`config.mk`:
```
export PLATFORM = sky130hd
export DESIGN_NAME = axil_reg_responder
export DESIGN_NICKNAME = d
export VERILOG_FILES = /design/src/rtl/axil_reg_responder.sv
export SDC_FILE = /design/constraint.sdc
export NUM_CORES = 1
export LEC_CHECK = 0
export ABC_AREA = 1
export CAP_MARGIN = 25
export CORE_UTILIZATION = 45
export DETAILED_ROUTE_END_ITERATION = 16
export PLACE_DENSITY = 0.7
export RECOVER_POWER = 100
export SLEW_MARGIN = 10
export SYNTH_ARGS = -nofsm -noshare
export SYNTH_HDL_FRONTEND = slang
export SYNTH_SLANG_ARGS = --single-unit
```
`constraint.sdc`:
```
create_clock -name i_clk -period 3.4 [get_ports i_clk]
set_clock_uncertainty 0.1 [all_clocks]
set_input_delay 0.34 -clock i_clk [delete_from_list [all_inputs] [get_ports i_clk]]
set_output_delay 0.34 -clock i_clk [all_outputs]
set_load 0.01 [all_outputs]
```
`src/rtl/axil_reg_responder.sv`:
```
// AXI4-Lite register-bank responder: NREGS 32-bit registers with registered READY
// on AW/W/AR (one-entry holding stage each) and one-transaction-per-clock B/R paths.
module axil_reg_responder #(
  parameter int C_AXI_ADDR_WIDTH = 4,
  parameter int C_AXI_DATA_WIDTH = 32,
  parameter int NREGS            = 4,
  parameter bit OPT_LOWPOWER     = 1'b0
) (
  input  logic                            i_clk,
  input  logic                            i_reset,
  input  logic                            S_AXI_AWVALID,
  output logic                            S_AXI_AWREADY,
  input  logic [C_AXI_ADDR_WIDTH-1:0]     S_AXI_AWADDR,
  input  logic [2:0]                      S_AXI_AWPROT,
  input  logic                            S_AXI_WVALID,
  output logic                            S_AXI_WREADY,
  input  logic [C_AXI_DATA_WIDTH-1:0]     S_AXI_WDATA,
  input  logic [C_AXI_DATA_WIDTH/8-1:0]   S_AXI_WSTRB,
  output logic                            S_AXI_BVALID,
  input  logic                            S_AXI_BREADY,
  output logic [1:0]                      S_AXI_BRESP,
  input  logic                            S_AXI_ARVALID,
  output logic                            S_AXI_ARREADY,
  input  logic [C_AXI_ADDR_WIDTH-1:0]     S_AXI_ARADDR,
  input  logic [2:0]                      S_AXI_ARPROT,
  output logic                            S_AXI_RVALID,
  input  logic                            S_AXI_RREADY,
  output logic [C_AXI_DATA_WIDTH-1:0]     S_AXI_RDATA,
  output logic [1:0]                      S_AXI_RRESP,
  output logic [C_AXI_DATA_WIDTH*NREGS-1:0] o_regs
);

  localparam int DW = C_AXI_DATA_WIDTH;
  localparam int SW = DW / 8;
  localparam int IW = C_AXI_ADDR_WIDTH - 2;

  function automatic logic [DW-1:0] apply_strb(input logic [DW-1:0] old_val,
                                               input logic [DW-1:0] new_val,
                                               input logic [SW-1:0] strb);
    logic [DW-1:0] res;
    res = old_val;
    for (int b = 0; b < SW; b++) begin
      if (strb[b]) res[8*b +: 8] = new_val[8*b +: 8];
    end
    return res;
  endfunction

  logic          aw_vld_p0, w_vld_p0, ar_vld_p0;
  logic [IW-1:0] aw_idx_p0, ar_idx_p0;
  logic [DW-1:0] w_data_p0;
  logic [SW-1:0] w_strb_p0;

  logic          bvalid_p1, rvalid_p1;
  logic [DW-1:0] rdata_p1;
  logic [DW-1:0] regs [NREGS];

  logic          aw_avail, w_avail, ar_avail;
  logic          wfire, rfire;
  logic [IW-1:0] aw_idx, ar_idx;
  logic [DW-1:0] w_data;
  logic [SW-1:0] w_strb;

  logic unused_inputs;
  assign unused_inputs = ^{S_AXI_AWPROT, S_AXI_ARPROT, S_AXI_AWADDR[1:0], S_AXI_ARADDR[1:0]};

  // Holding-stage view: a beat is usable if held or arriving this cycle
  assign aw_avail = aw_vld_p0 || S_AXI_AWVALID;
  assign w_avail  = w_vld_p0  || S_AXI_WVALID;
  assign ar_avail = ar_vld_p0 || S_AXI_ARVALID;

  assign aw_idx = aw_vld_p0 ? aw_idx_p0 : S_AXI_AWADDR[C_AXI_ADDR_WIDTH-1:2];
  assign ar_idx = ar_vld_p0 ? ar_idx_p0 : S_AXI_ARADDR[C_AXI_ADDR_WIDTH-1:2];
  assign w_data = w_vld_p0  ? w_data_p0 : S_AXI_WDATA;
  assign w_strb = w_vld_p0  ? w_strb_p0 : S_AXI_WSTRB;

  assign wfire = aw_avail && w_avail && (!bvalid_p1 || S_AXI_BREADY);
  assign rfire = ar_avail && (!rvalid_p1 || S_AXI_RREADY);

  // Stage p0: one-entry holding registers, captured only when not consumed
  always_ff @(posedge i_clk) begin
    if (i_reset) begin
      aw_vld_p0 <= 1'b0;
      w_vld_p0  <= 1'b0;
      ar_vld_p0 <= 1'b0;
    end else begin
      aw_vld_p0 <= aw_avail && !wfire;
      w_vld_p0  <= w_avail && !wfire;
      ar_vld_p0 <= ar_avail && !rfire;
    end
  end

  always_ff @(posedge i_clk) begin
    if (S_AXI_AWVALID && !aw_vld_p0) aw_idx_p0 <= S_AXI_AWADDR[C_AXI_ADDR_WIDTH-1:2];
    if (S_AXI_WVALID && !w_vld_p0) begin
      w_data_p0 <= S_AXI_WDATA;
      w_strb_p0 <= S_AXI_WSTRB;
    end
    if (S_AXI_ARVALID && !ar_vld_p0) ar_idx_p0 <= S_AXI_ARADDR[C_AXI_ADDR_WIDTH-1:2];
  end

  // Stage p1: register update, B and R response registers
  always_ff @(posedge i_clk) begin
    if (i_reset) begin
      for (int k = 0; k < NREGS; k++) regs[k] <= '0;
    end else if (wfire) begin
      regs[aw_idx] <= apply_strb(regs[aw_idx], w_data, w_strb);
    end
  end

  always_ff @(posedge i_clk) begin
    if (i_reset)             bvalid_p1 <= 1'b0;
    else if (wfire)          bvalid_p1 <= 1'b1;
    else if (S_AXI_BREADY)   bvalid_p1 <= 1'b0;
  end

  always_ff @(posedge i_clk) begin
    if (i_reset) begin
      rvalid_p1 <= 1'b0;
      rdata_p1  <= '0;
    end else if (rfire) begin
      rvalid_p1 <= 1'b1;
      rdata_p1  <= regs[ar_idx];
    end else if (S_AXI_RREADY) begin
      rvalid_p1 <= 1'b0;
      if (OPT_LOWPOWER) rdata_p1 <= '0;
    end
  end

  assign S_AXI_AWREADY = !aw_vld_p0;
  assign S_AXI_WREADY  = !w_vld_p0;
  assign S_AXI_ARREADY = !ar_vld_p0;
  assign S_AXI_BVALID  = bvalid_p1;
  assign S_AXI_BRESP   = 2'b00;
  assign S_AXI_RVALID  = rvalid_p1;
  assign S_AXI_RDATA   = rdata_p1;
  assign S_AXI_RRESP   = 2'b00;

  for (genvar k = 0; k < NREGS; k++) begin : g_out
    assign o_regs[k*DW +: DW] = regs[k];
  end

endmodule
```
# After elaboration in Yosys (flattened, before gate mapping)
# Memory sizes are Yosys's and may differ from the RTL's. A register that Yosys moved wholly into a read port is not among the register bits.
# Cells that the tools add are included.
# totals
mem_bits_rw	128
in_bits	57
out_inout_bits	169
n_memories	1
register_bits	45
elab_cells	70
# op_classes
muxes	28
n_eq_ne	4
reduce_logical	28
# memory_table
memory	words	width	read_ports	rd_clocked_by_memory_dff	wr	line	text
regs	4	32	5	1	4	55	logic [DW-1:0] regs [NREGS];
# op_table
cell	n
two-way mux 8 bit	12
two-way mux 32 bit	2
OR reduction 32 bit	1
!= test 3 bit, second input constant	4
logical AND 1 bit	9
two-way mux 1 bit	9
two-way mux 4 bit	2
AND reduction 2 bit	4
zero test 1 bit	7
two-way mux 2 bit	3
logical OR 1 bit	5
nonzero test 2 bit	2

# Longest topological paths before layout
# logic_depth
word_depth	9
depth_mapped	10
mapped_depth_nobuf	9

# Worst setup path after synthesis
# Ideal clock, no wire load.
# synth_timing
kind	register to register
startpoint	reg w_vld_p0
endpoint	reg w_data_p0[0], enable pin
arrival_time_ps	2198
required_ps	2870
setup_time_ps	430
slack_ps	672
stages_incl_launch_ff	4
period_less_slack_ps	2728
path_buffers	2
cell_sequence	dfxtp_1 buf_2 buf_1 nor2_1
# synth_between
elab_chain_cells	2
# synth_rtl
element	line	text
from (decl)	48	logic aw_vld_p0, w_vld_p0, ar_vld_p0;
from (signal assigned)	87	w_vld_p0 <= w_avail && !wfire;
zero test 1 bit	94	if (S_AXI_WVALID && !w_vld_p0) begin
logical AND 1 bit	94	
to (signal assigned)	95	w_data_p0 <= S_AXI_WDATA;
to (decl)	50	logic [DW-1:0] w_data_p0;
# No other way between the ends.
# A chain may end at the register's enable or synchronous reset.

==> results.json <==
{
  "yosysTopAreaCell": "edfxtp_1",
  "drt_first_pass_iters": 5,
  "fin_setup_tns_ns": 0,
  "dp_slack_ns": 0.411,
  "post-cts-setup-buffer-count": 0,
  "avgRoutedWirePerCell_um": 16.9,
  "power_switching_mw": 1.58,
  "via_count": 6961,
  "fmax_mhz": 342,
  "totalWireLength_mm": 23.9,
  "synth.distinct_cells": 25,
  "grt_pass1_vias": 6574,
  "grt_overflow": 0,
  "final_hold_viol_count": 0,
  "clockBufferDepth": 3,
  "critPathBufInv": 1,
  "path_class": "register to register",
  "clockPowerShare_pct": 37.5,
  "hold_path_class": "primary input to register",
  "ioPinCount": 226,
  "critPathMaxStageDelay_ns": 0.41,
  "slew_headroom_pct": 2.58,
  "syn_area_mm2": 0.00911,
  "cpMaxStageDelayCell": "nand4_1",
  "power_frac_comb_pct": 14.3,
  "grt_pass1_wl_mm": 36.4,
  "post_drt_via_cell_ratio": 4.92,
  "period_share_pct": 86.0,
  "worstSetupEndpointType": "register",
  "ant_nets": 0,
  "layout.cells.non_filler": 1415,
  "final_nets": 1187,
  "crit_top_cell": "nand2_1",
  "io_buffers": 211,
  "cts_tree": "built",
  "mostFrequentLayoutCells": "dlygate4sd3_1, nand2_1, edfxtp_1",
  "core_area_mm2": 0.0197,
  "synth.top_cell.area_share_pct": 55.3,
  "post_cts_resized": 0,
  "yosys_warnings": 0,
  "final_common_cell": "dlygate4sd3_1",
  "avgSynthCellArea_um2": 9.81,
  "final.setup.worst_slack_ns": 0.477,
  "holdWs_ns": 0.0618,
  "numClockSinks": 205,
  "p_per_area_mw_per_mm2": 514,
  "arrival_ns": 2.98,
  "status": "completed",
  "rows": 51,
  "dieArea_mm2": 0.0208,
  "clock_latency_ns": 0.49,
  "cts_max_level": 1,
  "rsz0062_at_grt": "no",
  "area_growth_pct": 32.9,
  "grt.total_usage_pct": 23.1,
  "drc_errors": 0,
  "drive_gt1_share_pct": 5.58,
  "drv_cap": 0,
  "start_util_pct": 46.4,
  "total_power_mw": 6.23,
  "fp.dieW_um": 144,
  "hold_buffers": 0,
  "crit_family": "simple AND/OR/NAND/NOR gates",
  "fin_crit_ns": 2.92,
  "tightest_slew_ns": 1.46,
  "die_h_um": 144,
  "intPower_mw": 4.65,
  "worstPathRequired_ns": 3.45,
  "crit_fanout": 26,
  "seq_area_frac_synth_pct": 63.5,
  "seqPwrFrac_pct": 48.2,
  "setup_violations": 0,
  "startpoint_type": "register",
  "peakVddDrop_v": 0.000402,
  "cts-buffers-inserted": 23,
  "synth_cells": 929,
  "grt_max_degree": 49,
  "clk_pin_slew_ns": 0.06,
  "root_buffer": "clkbuf_16",
  "ys_seq_elements": 205,
  "drt_iter0_drc": 415,
  "power.leakage_nw": 5.23,
  "path_cells": "inv_1, nand2_1, nand3_1, nor2_8, o21ai_2, nand2_4, nand4_1, nand2_1",
  "drv_slew": 0,
  "switching_share_pct": 25.3,
  "antenna_found_initial": 3,
  "synth_area_leaders": "edfxtp_1, dfxtp_1, nand2_1",
  "dp_hpwl_mm": 17.1,
  "dp.cells": 1370,
  "gp_congestion": 0.851
}
-- logic make-up after synthesis --
kind of cell | after synthesis | synth area share (%)
flops | 205 | 63.5
compound gates | 234 | 13.2
buf+inv | 197 | 8.83
simple gates | 292 | 14.5
other cells | 1 | 0.0411
-- flip-flops by register name, summed over array words and instances, names as in the netlist --
name          flops
w_vld_p0          1
ar_idx_p0         2
S_AXI_RDATA      32
S_AXI_RVALID      1
ar_vld_p0         1
regs            128
w_data_p0        32
aw_idx_p0         2
S_AXI_BVALID      1
aw_vld_p0         1
w_strb_p0         4
-- power groups by stage --
| stage | Clock, mW | Sequential [mW] | Combinational (mW) |
|---|---|---|---|
| 3_3_place_gp | 0 | 3.06 | 0.951 |
| 3_5_place_dp | 0 | 3.06 | 0.966 |
| 6_report | 2.33 | 3.00 | 0.891 |
| 4_1_cts | 2.37 | 3.01 | 0.972 |
| 5_1_grt | 2.48 | 3.02 | 0.989 |
| 2_1_floorplan | 0 | 3.10 | 0.439 |
-- metrics by stage --
stage                     util [%]  cell area [um^2]
after floorplan                  -              9130
after global placement        58.3             11500
after detailed placement      58.3             11500
after CTS                     61.9             12200
after global routing          61.6             12100
final                         61.6             12100
-- worst paths after layout --
path | start | end | slack, ns | depth (start not counted)
worst min register to register | S_AXI_BVALID$_SDFFE_PP0P_ | S_AXI_BVALID$_SDFFE_PP0P_ | 0.40 | 2
worst max register to register | w_vld_p0$_SDFF_PP0_ | regs[1][28]$_SDFFCE_PN0P_ | 0.48 | 8
worst min-delay path | i_reset | w_vld_p0$_SDFF_PP0_ | 0.06 | 2
worst max-delay path | w_vld_p0$_SDFF_PP0_ | regs[1][28]$_SDFFCE_PN0P_ | 0.48 | 8
-- area by class of cell --
class | instances | area (um^2)
fillers | 1672 | 7540
flip-flops and latches | 205 | 5790
repair buffers | 224 | 2220
inverters | 146 | 548
clock inverters | 5 | 52.6
well taps | 265 | 332
clock buffers | 37 | 658
diodes | 3 | 7.51
multi-input cells | 530 | 2510
-- Yosys cell counts --
master and number:
a21oi_1 98, buf_1 8, nor2_1 101, o21ai_1 82, inv_1 142, nand4_4 8
nand3_4 1, conb_1 1, o21ai_2 4, buf_6 1, o21ai_4 1, o21ai_0 48
clkbuf_1 24, a211oi_1 1, dfxtp_1 37, nor2_8 1, nand4_2 4, nand2_2 2
buf_12 1, buf_2 9, nand2_4 2, inv_2 4, nand2_1 173, buf_4 8
edfxtp_1 168
-- layer usage --
metal  GRT usage [%]  part of all wire (%)
met2            39.2                    50
met1            30.0                    43
met5               0                     0
met3            3.28                   5.3
met4            8.59                   2.2
Power figures use the tool's default switching activity.
